[config.mk]
export PLATFORM = sky130hd
export DESIGN_NAME = seq_detect_prog_flat
export DESIGN_NICKNAME = d
export VERILOG_FILES = /design/src/rtl/seq_detect_prog_pkg.sv /design/src/rtl/seq_detect_prog_if.sv /design/src/rtl/seq_detect_prog_sat_counter.sv /design/src/rtl/seq_detect_prog.sv /design/src/flat_wrapper.sv
export SDC_FILE = /design/constraint.sdc
export NUM_CORES = 1
export LEC_CHECK = 0
export BUFFER_PORTS_ARGS = -buffer_cell sky130_fd_sc_hd__clkbuf_2
export CAP_MARGIN = 20
export CORE_MARGIN = 4
export CORE_UTILIZATION = 60
export CTS_BUF_LIST = sky130_fd_sc_hd__clkbuf_4 sky130_fd_sc_hd__clkbuf_8
export DETAILED_ROUTE_END_ITERATION = 10
export GPL_ROUTABILITY_DRIVEN = 1
export MAX_ROUTING_LAYER = met4
export PLACE_DENSITY = 0.83
export SYNTH_ARGS = -nofsm -noshare
export SYNTH_HDL_FRONTEND = slang
export SYNTH_HIERARCHICAL = 1
export SYNTH_SLANG_ARGS = --single-unit
[constraint.sdc]
create_clock -name clk -period 5.2 [get_ports clk]
set_input_delay 0.52 -clock clk [delete_from_list [all_inputs] [get_ports clk]]
set_output_delay 0.52 -clock clk [all_outputs]
set_load 0.01 [all_outputs]
[src/rtl/seq_detect_prog_pkg.sv]
// Shared types and helpers for the programmable serial-pattern detector.
package seq_det_pkg;

  // Detector FSM: no configuration, collecting bits, or history full.
  typedef enum logic [1:0] {
    ST_IDLE = 2'd0,
    ST_FILL = 2'd1,
    ST_RUN  = 2'd2
  } state_e;

  // Default sizing of the detector and the saturation value of its default counter.
  localparam int unsigned MAX_LEN_DEFAULT = 32'd8;
  localparam int unsigned CNT_W_DEFAULT   = 32'd8;
  localparam int unsigned CNT_SAT_DEFAULT = (32'd1 << CNT_W_DEFAULT) - 32'd1;

  // A pattern length is usable when it is 1..max_len.
  function automatic logic len_ok(input int unsigned len, input int unsigned max_len);
    return (len >= 32'd1) && (len <= max_len);
  endfunction

endpackage

[src/rtl/seq_detect_prog_if.sv]
// Configuration, serial-stream and result signals of the pattern detector.
interface seq_detect_prog_if #(
  parameter int MAX_LEN = 8,
  parameter int CNT_W   = 8
);
  localparam int LEN_W = $clog2(MAX_LEN + 1);

  logic               cfg_load;
  logic [MAX_LEN-1:0] cfg_pattern;
  logic [LEN_W-1:0]   cfg_len;
  logic               cfg_overlap;
  logic               cfg_err;
  logic               in_valid;
  logic               in_bit;
  logic               match;
  logic [CNT_W-1:0]   match_count;
  logic               count_clr;

  // Side that drives configuration and data (front-end / control logic).
  modport master (
    output cfg_load, cfg_pattern, cfg_len, cfg_overlap,
    output in_valid, in_bit, count_clr,
    input  cfg_err, match, match_count
  );

  // Side implemented by the detector.
  modport slave (
    input  cfg_load, cfg_pattern, cfg_len, cfg_overlap,
    input  in_valid, in_bit, count_clr,
    output cfg_err, match, match_count
  );
endinterface

[src/rtl/seq_detect_prog_sat_counter.sv]
// Saturating up-counter with a synchronous clear that beats increment.
module sat_counter #(
  parameter int W = 8
) (
  input  logic         clk,
  input  logic         rst,
  input  logic         inc,
  input  logic         clr,
  output logic [W-1:0] count
);

  localparam logic [W-1:0] SAT = {W{1'b1}};

  logic [W-1:0] count_q;
  logic [W-1:0] count_d;

  // Next count: clear first, otherwise increment until all ones.
  always_comb begin
    count_d = count_q;
    if (clr) begin
      count_d = {W{1'b0}};
    end else if (inc && (count_q != SAT)) begin
      count_d = count_q + {{(W-1){1'b0}}, 1'b1};
    end else begin
      count_d = count_q;
    end
  end

  // Count register.
  always_ff @(posedge clk or posedge rst) begin
    if (rst) begin
      count_q <= {W{1'b0}};
    end else begin
      count_q <= count_d;
    end
  end

  assign count = count_q;

endmodule

[src/rtl/seq_detect_prog.sv]
// Programmable Mealy serial-pattern detector with overlap control and a
// saturating match counter. Bit 0 of the pattern is the most recent bit.
module seq_detect_prog
  import seq_det_pkg::*;
#(
  parameter int MAX_LEN = 8,
  parameter int CNT_W   = 8
) (
  input logic              clk,
  input logic              rst,
  seq_detect_prog_if.slave bus
);

  localparam int LEN_W = $clog2(MAX_LEN + 1);

  state_e             state_q, state_d;
  logic [MAX_LEN-1:0] hist_q, hist_d;
  logic [LEN_W-1:0]   fill_q, fill_d;
  logic [MAX_LEN-1:0] pat_q, pat_d;
  logic [LEN_W-1:0]   len_q, len_d;
  logic               ovl_q, ovl_d;
  logic               match_q, match_d;
  logic               cfg_err_q, cfg_err_d;

  logic [MAX_LEN-1:0] hist_shift_s;
  logic [LEN_W-1:0]   fill_inc_s;
  logic [MAX_LEN-1:0] mask_s;
  logic               accept_s;
  logic               cmp_eq_s;
  logic               hit_s;

  // History after shifting in the current bit; fill count saturating at len.
  assign hist_shift_s = {hist_q[MAX_LEN-2:0], bus.in_bit};
  assign fill_inc_s   = (fill_q == len_q) ? fill_q : (fill_q + LEN_W'(1));

  // Mask selecting the low len bits of history/pattern for comparison.
  always_comb begin
    mask_s = {MAX_LEN{1'b0}};
    for (int i = 0; i < MAX_LEN; i++) begin
      mask_s[i] = (LEN_W'(i) < len_q);
    end
  end

  // A bit counts only when configured and no load competes for the cycle.
  assign accept_s = bus.in_valid && !bus.cfg_load &&
                    ((state_q == ST_FILL) || (state_q == ST_RUN));
  assign cmp_eq_s = (((hist_shift_s ^ pat_q) & mask_s) == {MAX_LEN{1'b0}});
  assign hit_s    = accept_s && (fill_inc_s == len_q) && cmp_eq_s;

  // Next state for configuration, history, fill count and FSM.
  always_comb begin
    state_d   = state_q;
    hist_d    = hist_q;
    fill_d    = fill_q;
    pat_d     = pat_q;
    len_d     = len_q;
    ovl_d     = ovl_q;
    match_d   = 1'b0;
    cfg_err_d = 1'b0;
    if (bus.cfg_load) begin
      hist_d = {MAX_LEN{1'b0}};
      fill_d = {LEN_W{1'b0}};
      if (len_ok(32'(bus.cfg_len), 32'(MAX_LEN))) begin
        pat_d   = bus.cfg_pattern;
        len_d   = bus.cfg_len;
        ovl_d   = bus.cfg_overlap;
        state_d = ST_FILL;
      end else begin
        // Rejected load drops the old configuration entirely.
        pat_d     = {MAX_LEN{1'b0}};
        len_d     = {LEN_W{1'b0}};
        ovl_d     = 1'b0;
        state_d   = ST_IDLE;
        cfg_err_d = 1'b1;
      end
    end else if (bus.in_valid) begin
      case (state_q)
        ST_FILL, ST_RUN: begin
          hist_d = hist_shift_s;
          fill_d = fill_inc_s;
          if (hit_s) begin
            match_d = 1'b1;
            if (ovl_q) begin
              state_d = ST_RUN;
            end else begin
              // Non-overlapping: the next match needs a fresh len bits.
              fill_d  = {LEN_W{1'b0}};
              state_d = ST_FILL;
            end
          end else if (fill_inc_s == len_q) begin
            state_d = ST_RUN;
          end else begin
            state_d = ST_FILL;
          end
        end
        default: begin
          state_d = ST_IDLE;
        end
      endcase
    end else begin
      state_d = state_q;
    end
  end

  // Detector registers.
  always_ff @(posedge clk or posedge rst) begin
    if (rst) begin
      state_q   <= ST_IDLE;
      hist_q    <= {MAX_LEN{1'b0}};
      fill_q    <= {LEN_W{1'b0}};
      pat_q     <= {MAX_LEN{1'b0}};
      len_q     <= {LEN_W{1'b0}};
      ovl_q     <= 1'b0;
      match_q   <= 1'b0;
      cfg_err_q <= 1'b0;
    end else begin
      state_q   <= state_d;
      hist_q    <= hist_d;
      fill_q    <= fill_d;
      pat_q     <= pat_d;
      len_q     <= len_d;
      ovl_q     <= ovl_d;
      match_q   <= match_d;
      cfg_err_q <= cfg_err_d;
    end
  end

  logic [CNT_W-1:0] count_s;

  sat_counter #(.W(CNT_W)) u_cnt (
    .clk   (clk),
    .rst   (rst),
    .inc   (hit_s),
    .clr   (bus.count_clr),
    .count (count_s)
  );

  assign bus.match       = match_q;
  assign bus.cfg_err     = cfg_err_q;
  assign bus.match_count = count_s;

endmodule

[src/flat_wrapper.sv]
// flat-port wrapper written by rule: the top's interface ports become plain ports
module seq_detect_prog_flat import seq_det_pkg::*;
#(
  parameter int MAX_LEN = 8,
  parameter int CNT_W   = 8
)
  (clk, rst, bus_cfg_load, bus_cfg_pattern, bus_cfg_len, bus_cfg_overlap, bus_in_valid, bus_in_bit, bus_count_clr, bus_cfg_err, bus_match, bus_match_count);
  seq_detect_prog_if #(.MAX_LEN(MAX_LEN), .CNT_W(CNT_W)) bus_i ();
  input logic clk;
  input logic rst;
  input wire logic [$bits(bus_i.cfg_load)-1:0] bus_cfg_load;
  input wire logic [$bits(bus_i.cfg_pattern)-1:0] bus_cfg_pattern;
  input wire logic [$bits(bus_i.cfg_len)-1:0] bus_cfg_len;
  input wire logic [$bits(bus_i.cfg_overlap)-1:0] bus_cfg_overlap;
  input wire logic [$bits(bus_i.in_valid)-1:0] bus_in_valid;
  input wire logic [$bits(bus_i.in_bit)-1:0] bus_in_bit;
  input wire logic [$bits(bus_i.count_clr)-1:0] bus_count_clr;
  output wire logic [$bits(bus_i.cfg_err)-1:0] bus_cfg_err;
  output wire logic [$bits(bus_i.match)-1:0] bus_match;
  output wire logic [$bits(bus_i.match_count)-1:0] bus_match_count;
  assign bus_i.cfg_load = bus_cfg_load;
  assign bus_i.cfg_pattern = bus_cfg_pattern;
  assign bus_i.cfg_len = bus_cfg_len;
  assign bus_i.cfg_overlap = bus_cfg_overlap;
  assign bus_i.in_valid = bus_in_valid;
  assign bus_i.in_bit = bus_in_bit;
  assign bus_i.count_clr = bus_count_clr;
  assign bus_cfg_err = bus_i.cfg_err;
  assign bus_match = bus_i.match;
  assign bus_match_count = bus_i.match_count;
  seq_detect_prog #(.MAX_LEN(MAX_LEN), .CNT_W(CNT_W)) u_core (.clk(clk), .rst(rst), .bus(bus_i));
endmodule
==> results of run 1 <==
[how the worst max path moves through the flow]
stage	from	cells past startpoint	to
after global placement	bus_cfg_load	7	u_core/u_cnt/count[5]
after global routing	u_core/len_q[0]	8	u_core/u_cnt/count[5]
final	u_core/len_q[0]	8	u_core/u_cnt/count[5]
after floorplan	u_core/len_q[0]	9	u_core/u_cnt/count[5]
after CTS	u_core/len_q[0]	8	u_core/u_cnt/count[5]
after detailed placement	bus_cfg_load	7	u_core/u_cnt/count[5]
[synth_stat cells (4+ instances only)]
| library cell | number | area, um2 |
|---|---|---|
| dfrtp_1 | 36 | 900.9 |
| nand4_1 | 5 | 31.28 |
| xnor2_1 | 12 | 105.1 |
| nor2b_1 | 6 | 37.54 |
| xor2_1 | 5 | 43.79 |
| clkbuf_1 | 4 | 15.01 |
| a21oi_1 | 8 | 40.04 |
| clkbuf_8 | 4 | 55.05 |
| mux2_4 | 4 | 60.06 |
| nor2_1 | 11 | 41.29 |
| o21ai_0 | 13 | 65.06 |
| nand2_1 | 24 | 90.09 |
| a22o_1 | 7 | 61.31 |
| a32o_1 | 4 | 40.04 |
| inv_1 | 17 | 63.81 |
| nand3_1 | 6 | 30.03 |
[per-stage QoR]
stage	hold slack [ns]	util, %	worst slack [ns]
global placement	0.4733	65.69	2.024
CTS	0.1189	68.54	2.009
global route	0.1056	69.37	1.642
finish	0.1023	69.37	1.972
floorplan	0.3357	-	2.450
detailed placement	0.4839	65.69	1.934
[power by group through the flow]
stage	clock network (mW)	logic, mW	registers (mW)
4_1_cts	0.221	0.0963	0.309
6_report	0.216	0.0987	0.309
5_1_grt	0.231	0.111	0.312
3_5_place_dp	0	0.0958	0.315
2_1_floorplan	0	0.0793	0.309
3_3_place_gp	0	0.0934	0.314
[cell type report]
class                   instances  area share, %
multi-input cells             145          44.49
well taps                      46          2.486
repair buffers                 29          7.243
clock inverters                 1          1.297
flip-flops and latches         36          38.92
clock buffers                   7          2.811
inverters                      17          2.757
[cells by family (layout without fill, tap and decap cells)]
group                      after synthesis  in the layout  share of synthesized area, %
adders and majority gates                2              2                         1.199
buffers and inverters                   27             54                         7.494
xor gates and xnor gates                18             18                         7.914
DFF                                     36             36                         43.17
muxes                                    7              7                         4.437
AOI/OAI and AO/OA                       51             51                         18.53
and+or+nand+nor                         67             67                         17.27
[critical path, delay by kind of cell, from the launching register on]
family	cells	cell delay, ns
flip-flops	1	0.54
AO/OA/AOI/OAI	3	0.72
AND/OR/NAND/NOR	3	1.21
multiplexers	1	0.32
XOR/XNOR	1	0.31
[metal layers]
metal | vias to the layer above | wire [um] | global-route usage, %
met5 | - | 0 | -
met4 | 0 | 39 | 5.316
met3 | 4 | 160 | 5.059
met2 | 28 | 1862 | 28.84
met1 | 760 | 1986 | 29.89
li1 | 788 | - | -
[sequential cells by signal, summed over array words and instances (netlist names)]
register and flops:
u_core/pat_q 8, u_core/u_cnt/count 8, u_core/hist_q 7, u_core/fill_q 4, u_core/len_q 4, u_core/state_q 2
u_core/bus.cfg_err 1, u_core/bus.match 1, u_core/ovl_q 1
==> results_dict.tcl, run 1 <==
set metrics [dict create \
    grt_max_degree 29 \
    clock-sinks 36 \
    ctsRootBufferMaster "clkbuf_4" \
    slew_headroom_pct 44.24 \
    wl_per_cell_um 14.40 \
    final.min_clock_period_ns 3.228 \
    status "finished, final reports clean" \
    grt_usage_pct 20.62 \
    final-max-slew-violation-count 0 \
    netlist-cell-type-count 48 \
    postSynthCellCount 208 \
    fillers 289 \
    finClkSkew_ns 0.01215 \
    nNetsFinal 255 \
    postPlaceCellArea_um2 2192 \
    ant_nets 0 \
    r2r_end "u_core/u_cnt/count[5]" \
    crit_fanout 10 \
    fin_area_um2 2315 \
    firstDrtPassIters 4 \
    port_buffers 28 \
    layout.cells.non_filler 281 \
    endpoint_kind "flop" \
    via_per_inst 5.623 \
    reg2reg_slack_ns 1.97 \
    synth-edff-count 0 \
    dpl.cell_count 272 \
    tightest_slew_ns 0.8364 \
    seq_area_um2 900.9 \
    die_y_um 66.98 \
    setup-tns-final_ns 0 \
    slowest_delay_ns 0.66 \
    maxCapViolations 0 \
    synth_nets 229 \
    synth_ff_type "dfrtp_1" \
    post-route-period-util_pct 62.08 \
    wl_um 4047 \
    power_leakage_nw 1.062 \
    start_util_pct 62.54 \
    synth_warnings 6 \
    final_common_cell "dfrtp_1" \
    comb_power_share_pct 15.8 \
    hold_path.class "primary input to asynchronous set/reset pin" \
    path_common_cell "nand4_1" \
    grt_overflow 0 \
    crit_slowest_cell "nor4b_1" \
    yosysSeqAreaShare_pct 43.17 \
    cts_tree "yes" \
    syn_to_final_growth_pct 10.91 \
    rsz0062_at_grt "false" \
    ys_ff_latch 36 \
    p_sw_share_pct 25.78 \
    clk_pin_slew_ns 0.10 \
    drt_iter0_drc 120 \
    powerDensity_nw_per_um2 269.7 \
    reg2regPathDepth 8 \
    cts_max_path_buffers 2 \
    coreArea_um2 3337 \
    p_sw_mw 0.1609 \
    postCtsResizedCells 0 \
    rows 21 \
    crit_required_ns 5.43 \
    clock_power_share_pct 34.6 \
    grt_antenna_before_repair 0 \
    multi_input_area_um2 1030 \
    netlist_area_um2 2087 \
    first_global_vias 1437 \
    async_flop_share_pct 100.0 \
    worstReg2RegStart "u_core/len_q[0]" \
    grt_first_pass_wirelength_um 6810 \
    cts_setup_buffers 0 \
    dpl.hpwl_um 2991 \
    p_int_mw 0.4633 \
    p_seq_share_pct 49.6 \
    ir_drop_mv 0.1971 \
    die_area_um2 4486 \
    fmax_ghz 0.3098 \
    critPathKind "flop to flop" \
    cts_hold_buf 0 \
    layout_common_cells "dfrtp_1, clkbuf_2, nand2_1" \
    io_pins 29 \
    insertion_delay_ns 0.34 \
    syn_area_per_cell_um2 10.03 \
    finalSetupViolCount 0 \
    vias 1580 \
    path_cells "xnor2_1 -> nand4_1 -> o221ai_1 -> o211ai_2 -> nor4b_1 -> nand4_1 -> a211oi_2 -> mux2_4" \
    hold_violations 0 \
    htreeDepth 2 \
    worstPathArrival_ns 3.45 \
    worst_setup_path_start_kind "flop" \
    die_w_um 66.98 \
    layout-drive-gt1-share_pct 23.83 \
    p_total_mw 0.6242 \
    drc_errors 0 \
    place.gp.congestion 0.8487 \
    cts_inserted_buffers 5 \
    antenna_cells 0 \
]
Power figures use the tool's default switching activity.
==> run 2: changes to the inputs <==
--- a/config.mk
+++ b/config.mk
@@ -5,15 +5,16 @@
 export SDC_FILE = /design/constraint.sdc
 export NUM_CORES = 1
 export LEC_CHECK = 0
+export ABC_AREA = 1
 export BUFFER_PORTS_ARGS = -buffer_cell sky130_fd_sc_hd__clkbuf_2
 export CAP_MARGIN = 20
 export CORE_MARGIN = 4
-export CORE_UTILIZATION = 60
+export CORE_UTILIZATION = 59
 export CTS_BUF_LIST = sky130_fd_sc_hd__clkbuf_4 sky130_fd_sc_hd__clkbuf_8
 export DETAILED_ROUTE_END_ITERATION = 10
 export GPL_ROUTABILITY_DRIVEN = 1
 export MAX_ROUTING_LAYER = met4
-export PLACE_DENSITY = 0.83
+export PLACE_DENSITY = 0.82
 export SYNTH_ARGS = -nofsm -noshare
 export SYNTH_HDL_FRONTEND = slang
 export SYNTH_HIERARCHICAL = 1
==> constraint.sdc (replaced) <==
create_clock -name clk -period 3.2 [get_ports clk]
set_input_delay 0.32 -clock clk [delete_from_list [all_inputs] [get_ports clk]]
set_output_delay 0.32 -clock clk [all_outputs]
set_load 0.01 [all_outputs]
==> run 2 against run 1 <==
Flip-flop and latch count unchanged. Maximum frequency up 34%. Clock power rose by 52%. Count of clock-buffer cells in the layout shrank 1. Die area increased by 2.3%. Combinational power rose by 120%. Synthesized cell count rose by 34%. Power increased by 67%. Setup slack lost 1.2 ns. Worst hold slack gained 0.10 ns. Global-route usage grew 2.5 points. Clock skew down 0.0054 ns. Critical path type unchanged. Critical endpoint is now u_core/u_cnt/count[3].
==> results_dict.tcl, run 2 <==
set metrics [dict create \
    final_common_cell "nand2_1" \
    layout.cells.non_filler 358 \
    synth_top_area_cell "dfrtp_1" \
    fmax_ghz 0.4157 \
    endpoint_kind "flop" \
    netlist-cell-type-count 26 \
    rows 21 \
    clk_pin_slew_ns 0.11 \
    maxCapViolations 0 \
    die_area_um2 4587 \
    first_global_vias 1772 \
    setup-tns-final_ns 0 \
    seq_area_um2 900.9 \
    crit_slowest_cell "dfrtp_1" \
    insertion_delay_ns 0.34 \
    yosysMostFrequentCell "nand2_1" \
    cts_inserted_buffers 5 \
    ant_nets 0 \
    synthTopCellsByCount "nand2_1, dfrtp_1, inv_1, nand3_1, nor2_1" \
    finClkSkew_ns 0.006729 \
    htreeDepth 2 \
    nNetsFinal 332 \
    firstDrtPassIters 4 \
    grt_max_degree 29 \
    rsz0062_at_grt "false" \
    die_y_um 67.73 \
    synth_warnings 6 \
    wl_um 4567 \
    critPathKind "flop to flop" \
    postCtsResizedCells 0 \
    final.min_clock_period_ns 2.406 \
    port_buffers 28 \
    fillers 274 \
    drt_iter0_drc 71 \
    clock-sinks 36 \
    layout-drive-gt1-share_pct 19.23 \
    post-route-util_pct 70.95 \
    slew_headroom_pct 65.15 \
    hold_path.class "primary input to flop" \
    synth_ff_type "dfrtp_1" \
    ys_ff_latch 36 \
    status "finished, final reports clean" \
    synthDominantCellAreaShare_pct 42.81 \
    post-route-period-util_pct 75.18 \
    worstPathArrival_ns 2.69 \
    cts_max_path_buffers 2 \
    crit_fanout 5 \
    slowest_delay_ns 0.40 \
    grt_antenna_before_repair 0 \
    cts_hold_buf 1 \
    synth_nets 299 \
    place.gp.congestion 0.9077 \
    start_util_pct 62.09 \
    cts_setup_buffers 0 \
    p_total_mw 1.041 \
    coreArea_um2 3390 \
    postSynthCellCount 278 \
    grt_first_pass_wirelength_um 7707 \
    via_per_inst 5.268 \
    multi_input_area_um2 1037 \
    syn_to_final_growth_pct 14.27 \
    syn_area_per_cell_um2 7.570 \
    synth-edff-count 0 \
    crit_required_ns 3.48 \
    power_leakage_nw 1.300 \
    async_flop_share_pct 100.0 \
    grt_usage_pct 23.08 \
    worst_setup_path_start_kind "flop" \
    yosysSeqAreaShare_pct 42.81 \
    ir_drop_mv 0.2905 \
    die_w_um 67.73 \
    path_buf_inv 0 \
    critPathTopFamily "simple AND/OR/NAND/NOR gates" \
    synth_area_leaders "dfrtp_1, nand2_1, nand3_1, inv_1, xor2_1" \
    drc_errors 0 \
    path_common_cell "nand2_1" \
    finalSetupViolCount 0 \
    ctsRootBufferMaster "clkbuf_4" \
    io_pins 29 \
    antenna_cells 0 \
    grt_overflow 0 \
    path_cells "xor2_1 -> nand2_1 -> nor2_1 -> nand2_1 -> nor2_1 -> o21ai_0 -> nor3_1 -> nand2_4 -> nor2_1 -> nand2_1 -> nand2_1" \
    powerDensity_nw_per_um2 432.9 \
    dpl.hpwl_um 3351 \
    hold_violations 0 \
    cts_tree "yes" \
    wl_per_cell_um 12.76 \
    netlist_area_um2 2105 \
    vias 1886 \
    layout_common_cells "nand2_1, dfrtp_1, inv_1" \
    final-max-slew-violation-count 0 \
    dpl.cell_count 348 \
    tightest_slew_ns 0.5222 \
]
==> run 2: cells by family after synthesis <==
| group | count (synthesis) | synth area share (%) |
|---|---|---|
| flops | 36 | 42.81 |
| fa+ha+maj | 2 | 1.189 |
| xor+xnor | 13 | 5.410 |
| buf+inv | 43 | 7.907 |
| compound gates | 32 | 8.086 |
| simple gates | 152 | 34.60 |
==> run 2: stage by stage <==
stage | worst slack, ns | hold WS (ns) | instance area [um2]
3_3_place_gp | 0.8577 | 0.2725 | 2287
3_5_place_dp | 0.8082 | 0.2813 | 2287
5_1_grt | 0.5656 | 0.1940 | 2405
6_report | 0.7942 | 0.2018 | 2405
2_1_floorplan | 1.201 | 0.1357 | 2105
4_1_cts | 0.8288 | 0.1798 | 2377
==> run 2: final cells by class <==
cell class,count,area share [%]
well taps,46,2.393
flip-flops and latches,36,37.46
clock buffers,6,1.873
repair buffers,30,7.388
multi-input cells,199,43.13
inverters,39,6.296
clock inverters,2,1.457
==> run 2: worst register-to-register path: stages (launching register included) <==
cell     delay [ns]
dfrtp_1        0.40
xor2_1         0.16
nand2_1        0.09
nor2_1         0.32
nand2_1        0.12
nor2_1         0.11
o21ai_0        0.16
nor3_1         0.37
nand2_4        0.10
nor2_1         0.28
nand2_1        0.13
nand2_1        0.09
==> run 2: worst paths after layout <==
path	from	endpoint	slack, ns	cells past startpoint
max in group asynchronous	rst	u_core/hist_q[6]	2.19	4
min reg2reg	u_core/pat_q[6]	u_core/pat_q[6]	0.52	2
min in group asynchronous	rst	u_core/u_cnt/count[7]	0.46	3
min	bus_cfg_pattern[1]	u_core/pat_q[1]	0.20	3
max	u_core/state_q[0]	u_core/u_cnt/count[3]	0.79	11
max reg2reg	u_core/state_q[0]	u_core/u_cnt/count[3]	0.79	11
==> run 2: per-layer routing <==
metal	global-route usage, %	routed length (um)
met1	27.20	2033
met2	39.25	2298
met3	4.493	186
met4	7.848	49
met5	-	0
==> run 2: power breakdown <==
part	total (mW)	leakage (nW)	switching [mW]	internal, mW
combinational	0.213	0.766	0.138	0.0756
clock	0.329	0.0456	0.157	0.172
sequential	0.499	0.488	0.0217	0.477
total	1.04	1.30	0.316	0.725
